<file path="src/rtl/prnhead_shift_out.sv">
// Printhead shift-out: fetches 16-bit words, shifts four lane nibbles MSB-first under head_clk,
// then latches the line. Optional abort on converter data_error via PRNHEAD_ERR_ABORT_EN.
module prnhead_shift_out #(
    parameter int unsigned CLK_DIV   = 4,
    parameter int unsigned LATCH_LEN = 8
) (
    input  logic        clk,
    input  logic        rstn,
    input  logic        line_start,
    input  logic [15:0] line_words,
    output logic        rd_req,
    input  logic [15:0] Prn_Data,
    input  logic        data_error,
    output logic        head_clk,
    output logic [3:0]  head_sdi,
    output logic        head_lat,
    output logic        busy,
    output logic        line_done,
    output logic        line_abort
);

    typedef enum logic [2:0] {
        StIdle,
        StFetch,
        StWait,
        StShift,
        StLatch,
        StDone
    } state_e;

    localparam logic [7:0] PhaseReload = 8'(CLK_DIV - 1);
    localparam logic [7:0] LatchReload = 8'(LATCH_LEN - 1);

    state_e      state_q;
    logic [15:0] sreg_q;
    logic [1:0]  idx_q;
    logic [7:0]  phase_q;
    logic [15:0] words_q;
    logic        abort_req;

    // Lane k takes bit idx of nibble k.
    function automatic logic [3:0] lane_bits(input logic [15:0] word, input logic [1:0] idx);
        logic [15:0] shifted;
        shifted = word >> idx;
        return {shifted[12], shifted[8], shifted[4], shifted[0]};
    endfunction

`ifdef PRNHEAD_ERR_ABORT_EN
    assign abort_req = busy & data_error;
`else
    logic unused_data_error;
    assign unused_data_error = data_error;
    assign abort_req         = 1'b0;
`endif

    always_ff @(posedge clk or negedge rstn) begin
        if (!rstn) begin
            state_q    <= StIdle;
            sreg_q     <= '0;
            idx_q      <= '0;
            phase_q    <= '0;
            words_q    <= '0;
            rd_req     <= 1'b0;
            head_clk   <= 1'b0;
            head_sdi   <= '0;
            head_lat   <= 1'b0;
            busy       <= 1'b0;
            line_done  <= 1'b0;
            line_abort <= 1'b0;
        end else if (abort_req) begin
            state_q    <= StIdle;
            rd_req     <= 1'b0;
            head_clk   <= 1'b0;
            head_sdi   <= '0;
            head_lat   <= 1'b0;
            busy       <= 1'b0;
            line_done  <= 1'b0;
            line_abort <= 1'b1;
        end else begin
            line_abort <= 1'b0;
            unique case (state_q)
                StIdle: begin
                    line_done <= 1'b0;
                    if (line_start) begin
                        if (line_words != 16'd0) begin
                            words_q <= line_words;
                            busy    <= 1'b1;
                            rd_req  <= 1'b1;
                            state_q <= StFetch;
                        end else begin
                            // Empty line: report completion without touching the head.
                            line_done <= 1'b1;
                            state_q   <= StDone;
                        end
                    end
                end
                StFetch: begin
                    rd_req  <= 1'b0;
                    state_q <= StWait;
                end
                StWait: begin
                    sreg_q   <= Prn_Data;
                    idx_q    <= 2'd3;
                    head_sdi <= lane_bits(Prn_Data, 2'd3);
                    head_clk <= 1'b0;
                    phase_q  <= PhaseReload;
                    state_q  <= StShift;
                end
                StShift: begin
                    if (phase_q != 8'd0) begin
                        phase_q <= phase_q - 8'd1;
                    end else if (!head_clk) begin
                        head_clk <= 1'b1;
                        phase_q  <= PhaseReload;
                    end else begin
                        head_clk <= 1'b0;
                        phase_q  <= PhaseReload;
                        if (idx_q != 2'd0) begin
                            idx_q    <= idx_q - 2'd1;
                            head_sdi <= lane_bits(sreg_q, idx_q - 2'd1);
                        end else begin
                            head_sdi <= '0;
                            words_q  <= words_q - 16'd1;
                            if (words_q == 16'd1) begin
                                state_q <= StLatch;
                            end else begin
                                rd_req  <= 1'b1;
                                state_q <= StFetch;
                            end
                        end
                    end
                end
                StLatch: begin
                    // First CLK_DIV cycles are setup with the head idle, then the latch pulse.
                    if (phase_q != 8'd0) begin
                        phase_q <= phase_q - 8'd1;
                    end else if (!head_lat) begin
                        head_lat <= 1'b1;
                        phase_q  <= LatchReload;
                    end else begin
                        head_lat  <= 1'b0;
                        line_done <= 1'b1;
                        busy      <= 1'b0;
                        state_q   <= StDone;
                    end
                end
                StDone: begin
                    line_done <= 1'b0;
                    state_q   <= StIdle;
                end
                default: begin
                    state_q <= StIdle;
                end
            endcase
        end
    end

endmodule
</file>
<file path="config.mk">
export PLATFORM = sky130hd
export DESIGN_NAME = prnhead_shift_out
export DESIGN_NICKNAME = d
export VERILOG_FILES = /design/src/rtl/prnhead_shift_out.sv
export SDC_FILE = /design/constraint.sdc
export NUM_CORES = 1
export LEC_CHECK = 0
export CAP_MARGIN = 25
export CORE_MARGIN = 1
export CORE_UTILIZATION = 40
export DETAILED_ROUTE_END_ITERATION = 12
export HOLD_SLACK_MARGIN = 0.05
export REMOVE_ABC_BUFFERS = 1
export SLEW_MARGIN = 10
export SYNTH_ARGS = -nofsm -noshare
export SYNTH_HDL_FRONTEND = slang
export SYNTH_SLANG_ARGS = --single-unit
</file>
<file path="constraint.sdc">
create_clock -name clk -period 4.3 [get_ports clk]
set_input_delay 0.86 -clock clk [delete_from_list [all_inputs] [get_ports clk]]
set_output_delay 0.86 -clock clk [all_outputs]
set_load 0.01 [all_outputs]
</file>
==> impl_results.md, run 1 <==
- Layout cell share with drive strength beyond 1: 16.7%
- Final hold viol count: 0
- CP arrival: 3140 ps
- Most used flip-flop cell after synthesis: dfrtp_1
- Netlist Area Pre-Place: 0.00327 sq mm
- Initial DRC count: 149
- Pwr dens: 373 mW/mm^2
- Seq/Total Area, Yosys: 41.3%
- VDD IR-drop max: 0.164 mV
- First-pass GRT wire length: 13500 microns
- Height of the die: 92.4 microns
- Hold buffers post-CTS: 0
- Mean Syn Cell Area: 10.0 sq um
- Vias in the first global route: 2676
- Antenna cells: 0
- Cells resized by post-CTS repair: 0
- Total track usage: 20.0%
- EDFF count, synth: 0
- RSZ-0062 raised after global routing: no
- Net Sw Power: 0.493 mW
- # Post-CTS Setup Buffers: 0
- Die area: 0.00854 sq mm
- Clock latency at the later pin of the worst-skew pair: 320 ps
- Clock power frac: 21.6%
- Setup TNS: 0 ps
- Fin crit share: 68.7%
- FP Rows: 32
- Worst-margin pin slew: 847 ps
- ANT nets after route: 0
- Total Wirelength: 7990 microns
- GPL Wtd Cong: 0.823
- Initial antenna violation count: 0
- P&R area growth vs syn: 19.2%
- Crit path buffers/inverters: 1
- Ys async rst share: 100%
- HPWL after detailed placement: 5720 microns
- Placed Area: 0.00379 sq mm
- Final non-filler cell area: 0.00390 sq mm
- Logic pwr share: 30.4%
- Vias after detailed routing: 2783
- Crit-path leading delay family: compound AO/OA/AOI/OAI gates
- Final Setup Violations: 0
- Vias per cell: 5.96
- Crit path kind: in2reg
- Max Slew Vio Count: 0
- Max_slew headroom: 43.5%
- Slowest CP cell: or4_4
- Reg power frac: 48.0%
- Root Driver: clkbuf_8
- Switching share of power: 33.9%
- Num Clock Sinks: 54
- Worst-path fanout max: 13
- Critical Path RT: 4480 ps
- Final Skew: 10.8 ps
- # DRC: 0
- Maximum number of pins on one net before global-route repair: 34
- NumNets Final: 404
- Clock Pin Slew Worst Setup and Hold Paths: 110 ps
- Core area: 0.00781 sq mm
- #FFs+latches synth: 54
- Maximum clock rate: 0.338 GHz
- Warnings, synthesis: 0
- Critical Path Source Type: input pin
- CTS tree: done
- Io pins: 46
- Max stage delay on crit path: 580 ps
- Die Width: 92.4 microns
- Tmin final: 2950 ps
- Tightest Hold Check Type: reg2reg
- Crit-path cells: clkdlybuf4s50_1, or4_4, o41a_1, a21oi_4, o221ai_1
- Global route overflow: 0
- Status: completed
- Pint: 0.960 mW
- CTS H-Tree Depth: 2
- Buffer depth of the longest clock path: 2
- Crit. End Element: flop
- MaxCap Viol Count: 0
- LEAKAGE: 1.51 nW
- Port-buffer cells: 43
- Number of distinct library cells after synthesis: 66
- Cell count after synthesis: 327
- Initial Util: 41.9%
- Routed WL per cell: 17.1 microns
- TritonRoute pass-1 iters: 4
- TritonCTS Buffers: 5
[logic make-up (layout without fill, tap and decap cells)]
kind of cell | after synthesis | in the layout | synth area share [%]
flip-flops | 54 | 54 | 41.3
multiplexers | 28 | 28 | 10.9
adder cells (fa/ha/maj) | 4 | 4 | 1.53
XOR/XNOR | 1 | 1 | 0.268
AO/OA/AOI/OAI | 95 | 95 | 22.4
buffers and inverters | 34 | 72 | 4.40
other | 1 | 1 | 0.115
AND/OR/NAND/NOR | 110 | 110 | 19.1
[power by group through the flow]
stage,combinational [mW],clock [mW],sequential [mW]
2_1_floorplan,0.262,0,0.692
3_3_place_gp,0.433,0,0.705
3_5_place_dp,0.446,0,0.708
4_1_cts,0.448,0.324,0.698
5_1_grt,0.498,0.338,0.717
6_report,0.442,0.313,0.698
[layout make-up]
cell class                      instances  area, sq um
Timing Repair Buffer                   50          482
Sequential cell                        54         1350
Fill cell                             744         3910
Clock inverter                          3         28.8
Multi-Input combinational cell        239         1790
Inverter                               14         52.6
Clock buffer                            5         68.8
Tap cell                              102          128
[Yosys cell counts (2+ instances only)]
library cell | number | area [sq um]
a211oi_1 | 7 | 52.6
a21oi_1 | 19 | 95.1
a22o_1 | 5 | 43.8
a22oi_1 | 3 | 22.5
a31oi_1 | 5 | 31.3
a41o_1 | 2 | 20.0
and3_1 | 2 | 12.5
and4_1 | 2 | 17.5
buf_1 | 2 | 7.51
buf_2 | 4 | 20.0
clkbuf_1 | 12 | 45.0
dfrtp_1 | 54 | 1350
ha_1 | 4 | 50.1
inv_1 | 14 | 52.6
mux2_2 | 22 | 248
mux2i_1 | 2 | 20.0
mux4_2 | 4 | 90.1
nand2_1 | 22 | 82.6
nand3_1 | 8 | 40.0
nand3b_1 | 2 | 15.0
nor2_1 | 17 | 63.8
nor2b_1 | 3 | 18.8
nor3_1 | 12 | 60.1
nor3b_1 | 5 | 37.5
nor4_1 | 9 | 56.3
nor4b_1 | 2 | 17.5
o211ai_1 | 4 | 30.0
o21ai_0 | 12 | 60.1
o221ai_1 | 6 | 52.6
o221ai_2 | 4 | 60.1
o22ai_1 | 2 | 12.5
o311ai_0 | 5 | 43.8
o31a_2 | 2 | 20.0
o31ai_1 | 3 | 22.5
o32ai_1 | 2 | 17.5
or3_1 | 8 | 50.1
or3b_2 | 2 | 17.5
or4_1 | 4 | 30.0
or4_4 | 3 | 33.8
[routing by layer]
layer	GRT usage, %	vias to the layer above	wire, microns	part of all wire [%]
met4	4.56	0	61	0.76
met1	27.9	1373	3790	47
li1	-	1349	-	-
met3	2.55	6	301	3.8
met5	0	-	0	0
met2	32.9	55	3840	48
[path summary, 6_finish.rpt]
kind	from	to	slack [ps]	cells past startpoint
setup / recovery	line_words[0]	words_q[5]$_DFFE_PN0P_	1350	5
hold / removal	sreg_q[0]$_DFFE_PN0P_	sreg_q[0]$_DFFE_PN0P_	520	1
setup reg to reg	state_q[0]$_DFFE_PN0P_	words_q[1]$_DFFE_PN0P_	1810	5
hold reg to reg	sreg_q[0]$_DFFE_PN0P_	sreg_q[0]$_DFFE_PN0P_	520	1
max in group asynchronous	rstn	phase_q[0]$_DFFE_PN0P_	2900	2
min in group asynchronous	rstn	phase_q[4]$_DFFE_PN0P_	600	1
[placed cells by master, fill, tap and decap left out, drive strengths merged, types with 4 or more instances in the layout]
cell            n
nand3           8
a22o            5
nor2           17
or4             7
o311ai          5
o21ai          12
nor3b           5
a211oi          7
nand2          22
buf             8
a31oi           5
nor4            9
ha              4
mux2           22
a21oi          20
clkbuf          5
or3            10
o211ai          4
inv            16
dfrtp          54
nor3           12
o221ai         10
clkdlybuf4s50  42
mux4            4
[through the flow]
| step | hold WS [ps] | utilization (%) | power (mW) | setup slack, ps | std cells |
|---|---|---|---|---|---|
| after detailed placement | 495 | 48.5 | 1.15 | 971 | 458 |
| final | 518 | 49.9 | 1.45 | 1350 | 467 |
| after CTS | 521 | 49.8 | 1.47 | 1310 | 466 |
| after floorplan | 475 | - | 0.954 | 1300 | 307 |
| after global placement | 485 | 48.5 | 1.14 | 1010 | 458 |
| after global routing | 539 | 49.9 | 1.55 | 1260 | 467 |
[flip-flops by register name, summed over array words and instances (netlist names)]
| register | cells |
|---|---|
| sreg_q | 16 |
| words_q | 16 |
| phase_q | 8 |
| head_sdi | 4 |
| state_q | 3 |
| idx_q | 2 |
| busy | 1 |
| head_clk | 1 |
| head_lat | 1 |
| line_done | 1 |
| rd_req | 1 |
Power figures use the tool's default switching activity.
==> inputs of run 2 (changes only) <==
==> constraint.sdc (replaced) <==
create_clock -name clk -period 2.7 [get_ports clk]
set_input_delay 0.54 -clock clk [delete_from_list [all_inputs] [get_ports clk]]
set_output_delay 0.54 -clock clk [all_outputs]
set_load 0.01 [all_outputs]
==> impl_results.md, run 2 (synthesis results as in run 1) <==
- Height of the die: 92.4 microns
- Initial antenna violation count: 0
- Worst-path fanout max: 10
- Die Width: 92.4 microns
- P&R area growth vs syn: 23.0%
- Initial Util: 41.9%
- TritonCTS Buffers: 5
- TritonRoute pass-1 iters: 4
- FP Rows: 32
- Worst hold slack: 309 ps
- Crit path kind: in2reg
- Multi-input logic area: 0.00179 sq mm
- CTS H-Tree Depth: 2
- Buffer depth of the longest clock path: 2
- Final Skew: 6.89 ps
- Crit path buffers/inverters: 2
- Post-route core utilization: 51.5%
- Slowest CP cell: or4_1
- Vias per cell: 5.93
- VDD IR-drop max: 0.223 mV
- Root Driver: clkbuf_8
- Reg power frac: 47.8%
- Clock power frac: 21.0%
- NumNets Final: 420
- Global route overflow: 0
- ANT nets after route: 0
- Final hold viol count: 0
- Logic pwr share: 31.2%
- Fin crit share: 88.3%
- # DRC: 0
- Status: completed
- Commonest cells after routing, fill and taps aside: dfrtp_1 (54), clkdlybuf4s50_1 (42), nand2_1 (22), mux2_2 (22), buf_4 (22)
- MaxCap Viol Count: 0
- Routed WL per cell: 16.7 microns
- Tmin final: 2380 ps
- Core area: 0.00781 sq mm
- Overall power: 2.32 mW
- # Post-CTS Setup Buffers: 0
- Io pins: 46
- Final Setup Violations: 0
- Final non-filler cell area: 0.00402 sq mm
- Hold buffers post-CTS: 0
- Num Clock Sinks: 54
- RSZ-0062 raised after global routing: no
- Leading cell type in the layout, fill and taps excluded: dfrtp_1
- Initial DRC count: 253
- Setup TNS: 0 ps
- LEAKAGE: 1.58 nW
- Max Slew Vio Count: 0
- Pint: 1.54 mW
- Crit-path cells: clkdlybuf4s50_1, or4_1, o41ai_2, nor2_1, buf_4, o221ai_2
- Crit-path leading delay family: simple AND/OR/NAND/NOR gates
- Pwr dens: 577 mW/mm^2
- Total track usage: 20.2%
- Maximum clock rate: 0.420 GHz
- Critical Path Source Type: input pin
- Tightest Hold Check Type: in2async
- Port-buffer cells: 43
- Antenna cells: 0
- Top Registers: sreg_q: 16 flops, words_q: 16 flops, phase_q: 8 flops
- Critical Path RT: 2940 ps
- Max stage delay on crit path: 620 ps
- Cells resized by post-CTS repair: 0
- Filler cells: 740
- Vias in the first global route: 2813
- HPWL after detailed placement: 5880 microns
- Net Sw Power: 0.781 mW
- CTS tree: done
- Maximum number of pins on one net before global-route repair: 37
- GPL Wtd Cong: 0.845
- Vias after detailed routing: 2865
- Switching share of power: 33.7%
- Placed Area: 0.00393 sq mm
- Max_slew headroom: 45.3%
- First-pass GRT wire length: 13800 microns
- Clock Pin Slew Worst Setup and Hold Paths: 110 ps
- Total Wirelength: 8050 microns
- Crit. End Element: flop
- Clock latency at the later pin of the worst-skew pair: 320 ps
- Worst-margin pin slew: 820 ps
- CP arrival: 2630 ps
- Flip-flop and latch area: 0.00135 sq mm
- Die area: 0.00854 sq mm
- Layout cell share with drive strength beyond 1: 20.2%
-- run 2: changes by cell type in the layout (fill, tap and decap cells not counted) --
cell,delta
buf_12,+1
buf_4,+16
buf_6,-1
clkinvlp_4,+1
inv_8,-1
-- run 2: worst paths after layout --
kind / endpoint / slack [ps] / startpoint / depth (start not counted)
worst max-delay path: words_q[8]$_DFFE_PN0P_ / 320 / line_words[8] / 6
worst min-delay path: line_done$_DFFE_PN0P_ / 310 / rstn / 1
worst max register to register: words_q[14]$_DFFE_PN0P_ / 540 / words_q[0]$_DFFE_PN0P_ / 6
worst min register to register: sreg_q[2]$_DFFE_PN0P_ / 510 / sreg_q[2]$_DFFE_PN0P_ / 1
max in group asynchronous: sreg_q[2]$_DFFE_PN0P_ / 1720 / rstn / 2
min in group clk: sreg_q[2]$_DFFE_PN0P_ / 510 / sreg_q[2]$_DFFE_PN0P_ / 1
-- run 2: layout make-up --
class	count	area share (%)
tap	102	3.17
clock buffer	5	1.71
timing repair buffer	66	15.2
sequential	54	33.6
multi-input combinational	239	44.4
inverter	14	1.31
clock inverter	3	0.622
-- run 2: routing by layer --
layer	GRT usage [%]	vias up	wire [microns]
met3	3.04	4	275
met2	31.7	65	3880
met1	28.4	1418	3830
met4	6.38	0	59
li1	-	1378	-
met5	0	-	0
-- run 2: power groups by stage --
stage	Sequential [mW]	Combinational, mW	Clock, mW
floorplan	1.10	0.417	0
global placement	1.12	0.710	0
detailed placement	1.13	0.727	0
CTS	1.11	0.731	0.499
global route	1.13	0.813	0.527
finish	1.11	0.723	0.487
-- run 2: per-stage QoR --
step	setup slack, ps	std cells
global placement	11.6	475
finish	317	483
detailed placement	-1.50	475
floorplan	-297	307
CTS	333	483
global route	182	483
==> inputs of run 3 (changes only) <==
--- a/config.mk
+++ b/config.mk
@@ -5,11 +5,13 @@
 export SDC_FILE = /design/constraint.sdc
 export NUM_CORES = 1
 export LEC_CHECK = 0
+export ABC_CLOCK_PERIOD_IN_PS = 2700
 export CAP_MARGIN = 25
 export CORE_MARGIN = 1
 export CORE_UTILIZATION = 40
 export DETAILED_ROUTE_END_ITERATION = 12
 export HOLD_SLACK_MARGIN = 0.05
+export PLACE_DENSITY_LB_ADDON = 0.3
 export REMOVE_ABC_BUFFERS = 1
 export SLEW_MARGIN = 10
 export SYNTH_ARGS = -nofsm -noshare
==> impl_results.md, run 3 (synthesis results as in run 1) <==
- Status: completed
- Routed WL per cell: 16.9 microns
- Layout cell share with drive strength beyond 1: 18.9%
- Crit path buffers/inverters: 2
- Top Registers: sreg_q: 16 flops, words_q: 16 flops, phase_q: 8 flops
- Crit path kind: in2reg
- TritonRoute pass-1 iters: 4
- Fin crit share: 90.6%
- # Post-CTS Setup Buffers: 0
- Post-route insts no fill: 478
- Overall power: 2.34 mW
- GPL Wtd Cong: 0.849
- Leading cell type in the layout, fill and taps excluded: dfrtp_1
- Die Width: 92.4 microns
- Pwr dens: 586 mW/mm^2
- Total track usage: 19.9%
- Critical Path RT: 2920 ps
- Global route overflow: 0
- Initial antenna violation count: 0
- PnR worst setup slack: 252 ps
- Port-buffer cells: 43
- Worst-margin pin slew: 789 ps
- Cells resized by post-CTS repair: 0
- CP arrival: 2660 ps
- Vias in the first global route: 2710
- CTS tree: done
- Antenna cells: 0
- Hold buffers post-CTS: 0
- Initial DRC count: 175
- Core area: 0.00781 sq mm
- Commonest cells after routing, fill and taps aside: dfrtp_1 (54), clkdlybuf4s50_1 (42), nand2_1 (22), mux2_2 (22), a21oi_1 (19)
- Crit. End Element: flop
- Io pins: 46
- Initial Util: 41.9%
- Clock latency at the later pin of the worst-skew pair: 310 ps
- Crit-path cells: clkdlybuf4s50_1, or4_4, o41ai_2, o21ai_0, buf_4, a211oi_1
- First-pass GRT wire length: 13600 microns
- HPWL after detailed placement: 5810 microns
- Buffer depth of the longest clock path: 2
- MaxCap Viol Count: 0
- Total Wirelength: 8090 microns
- Flip-flop and latch area: 0.00135 sq mm
- Vias after detailed routing: 2821
- Num Clock Sinks: 54
- P&R area growth vs syn: 21.8%
- Tmin final: 2450 ps
- Crit-path leading delay family: compound AO/OA/AOI/OAI gates
- # DRC: 0
- Height of the die: 92.4 microns
- Root Driver: clkbuf_8
- NumNets Final: 415
- Final hold viol count: 0
- Final Skew: 10.0 ps
- Final Setup Violations: 0
- Max Slew Vio Count: 0
- Max stage delay on crit path: 590 ps
- ANT nets after route: 0
- LEAKAGE: 1.57 nW
- Tightest Hold Check Type: in2async
- RSZ-0062 raised after global routing: no
- Maximum number of pins on one net before global-route repair: 55
- TritonCTS Buffers: 5
- Cell Count Post-Placement: 470
- Max_slew headroom: 47.1%
- Clock Pin Slew Worst Setup and Hold Paths: 110 ps
- Slowest CP cell: or4_4
- Maximum clock rate: 0.409 GHz
- Worst-path fanout max: 3
- CTS H-Tree Depth: 2
- Multi-input logic area: 0.00178 sq mm
- Critical Path Source Type: input pin
- Die area: 0.00854 sq mm
- VDD IR-drop max: 0.193 mV
- Filler cells: 721
- FP Rows: 32
- Worst slack at placement: -65.3 ps
- Vias per cell: 5.90
==> run 3: cell types whose count changed in the layout (fill, tap and decap cells not counted) <==
cell,change
buf_4,-5
clkbuf_8,+1
clkinv_4,+1
clkinvlp_4,-1
inv_6,-1
nor4b_1,+1
nor4b_2,-1
==> run 3: final cells by class <==
cell class              count  area share (%)
multi-input cells         239            44.7
flip-flops and latches     54            33.9
repair buffers             61            14.4
well taps                 102            3.20
clock buffers               6            2.07
inverters                  14            1.32
clock inverters             2           0.440
==> run 3: where the power goes <==
group	internal (mW)	leakage [nW]	switching, mW
Clock	0.212	0.0514	0.277
Sequential	0.957	0.640	0.155
Combinational	0.398	0.873	0.337
Total	1.57	1.57	0.769
==> run 3: final timing paths <==
check	start	slack, ps	endpoint	cells past startpoint
min	rstn	360	phase_q[3]$_DFFE_PN0P_	2
min in group clk	sreg_q[2]$_DFFE_PN0P_	510	sreg_q[2]$_DFFE_PN0P_	1
max reg2reg	phase_q[0]$_DFFE_PN0P_	460	head_sdi[2]$_DFFE_PN0P_	7
max in group asynchronous	rstn	1870	words_q[9]$_DFFE_PN0P_	2
min reg2reg	sreg_q[2]$_DFFE_PN0P_	510	sreg_q[2]$_DFFE_PN0P_	1
max	line_words[11]	250	words_q[11]$_DFFE_PN0P_	6
==> run 3: layer usage <==
layer  global-route usage, %  wire length, microns  vias up
li1                        -                     -     1376
met1                    26.7                  3730     1378
met2                    33.9                  4060       60
met3                    2.79                   220        7
met4                    4.56                    68        0
met5                       0                     0        -
==> run 3: worst reg2reg max path: stages (launching register included) <==
cell and delay [ps]:
dfrtp_1 450, inv_1 80, ha_1 260, nor4b_1 260, buf_4 240, nand2_1 70, a21oi_1 380, mux2_2 390
==> run 3: per-stage QoR <==
| step | utilization (%) | instance area [sq um] | setup TNS (ps) | hold slack, ps |
|---|---|---|---|---|
| finish | 51.0 | 3990 | 0 | 357 |
| floorplan | - | 3180 | -416 | 244 |
| global route | 51.0 | 3990 | 0 | 404 |
| CTS | 51.0 | 3990 | 0 | 385 |
| global placement | 49.8 | 3880 | 0 | 485 |
| detailed placement | 49.8 | 3880 | -97.5 | 492 |
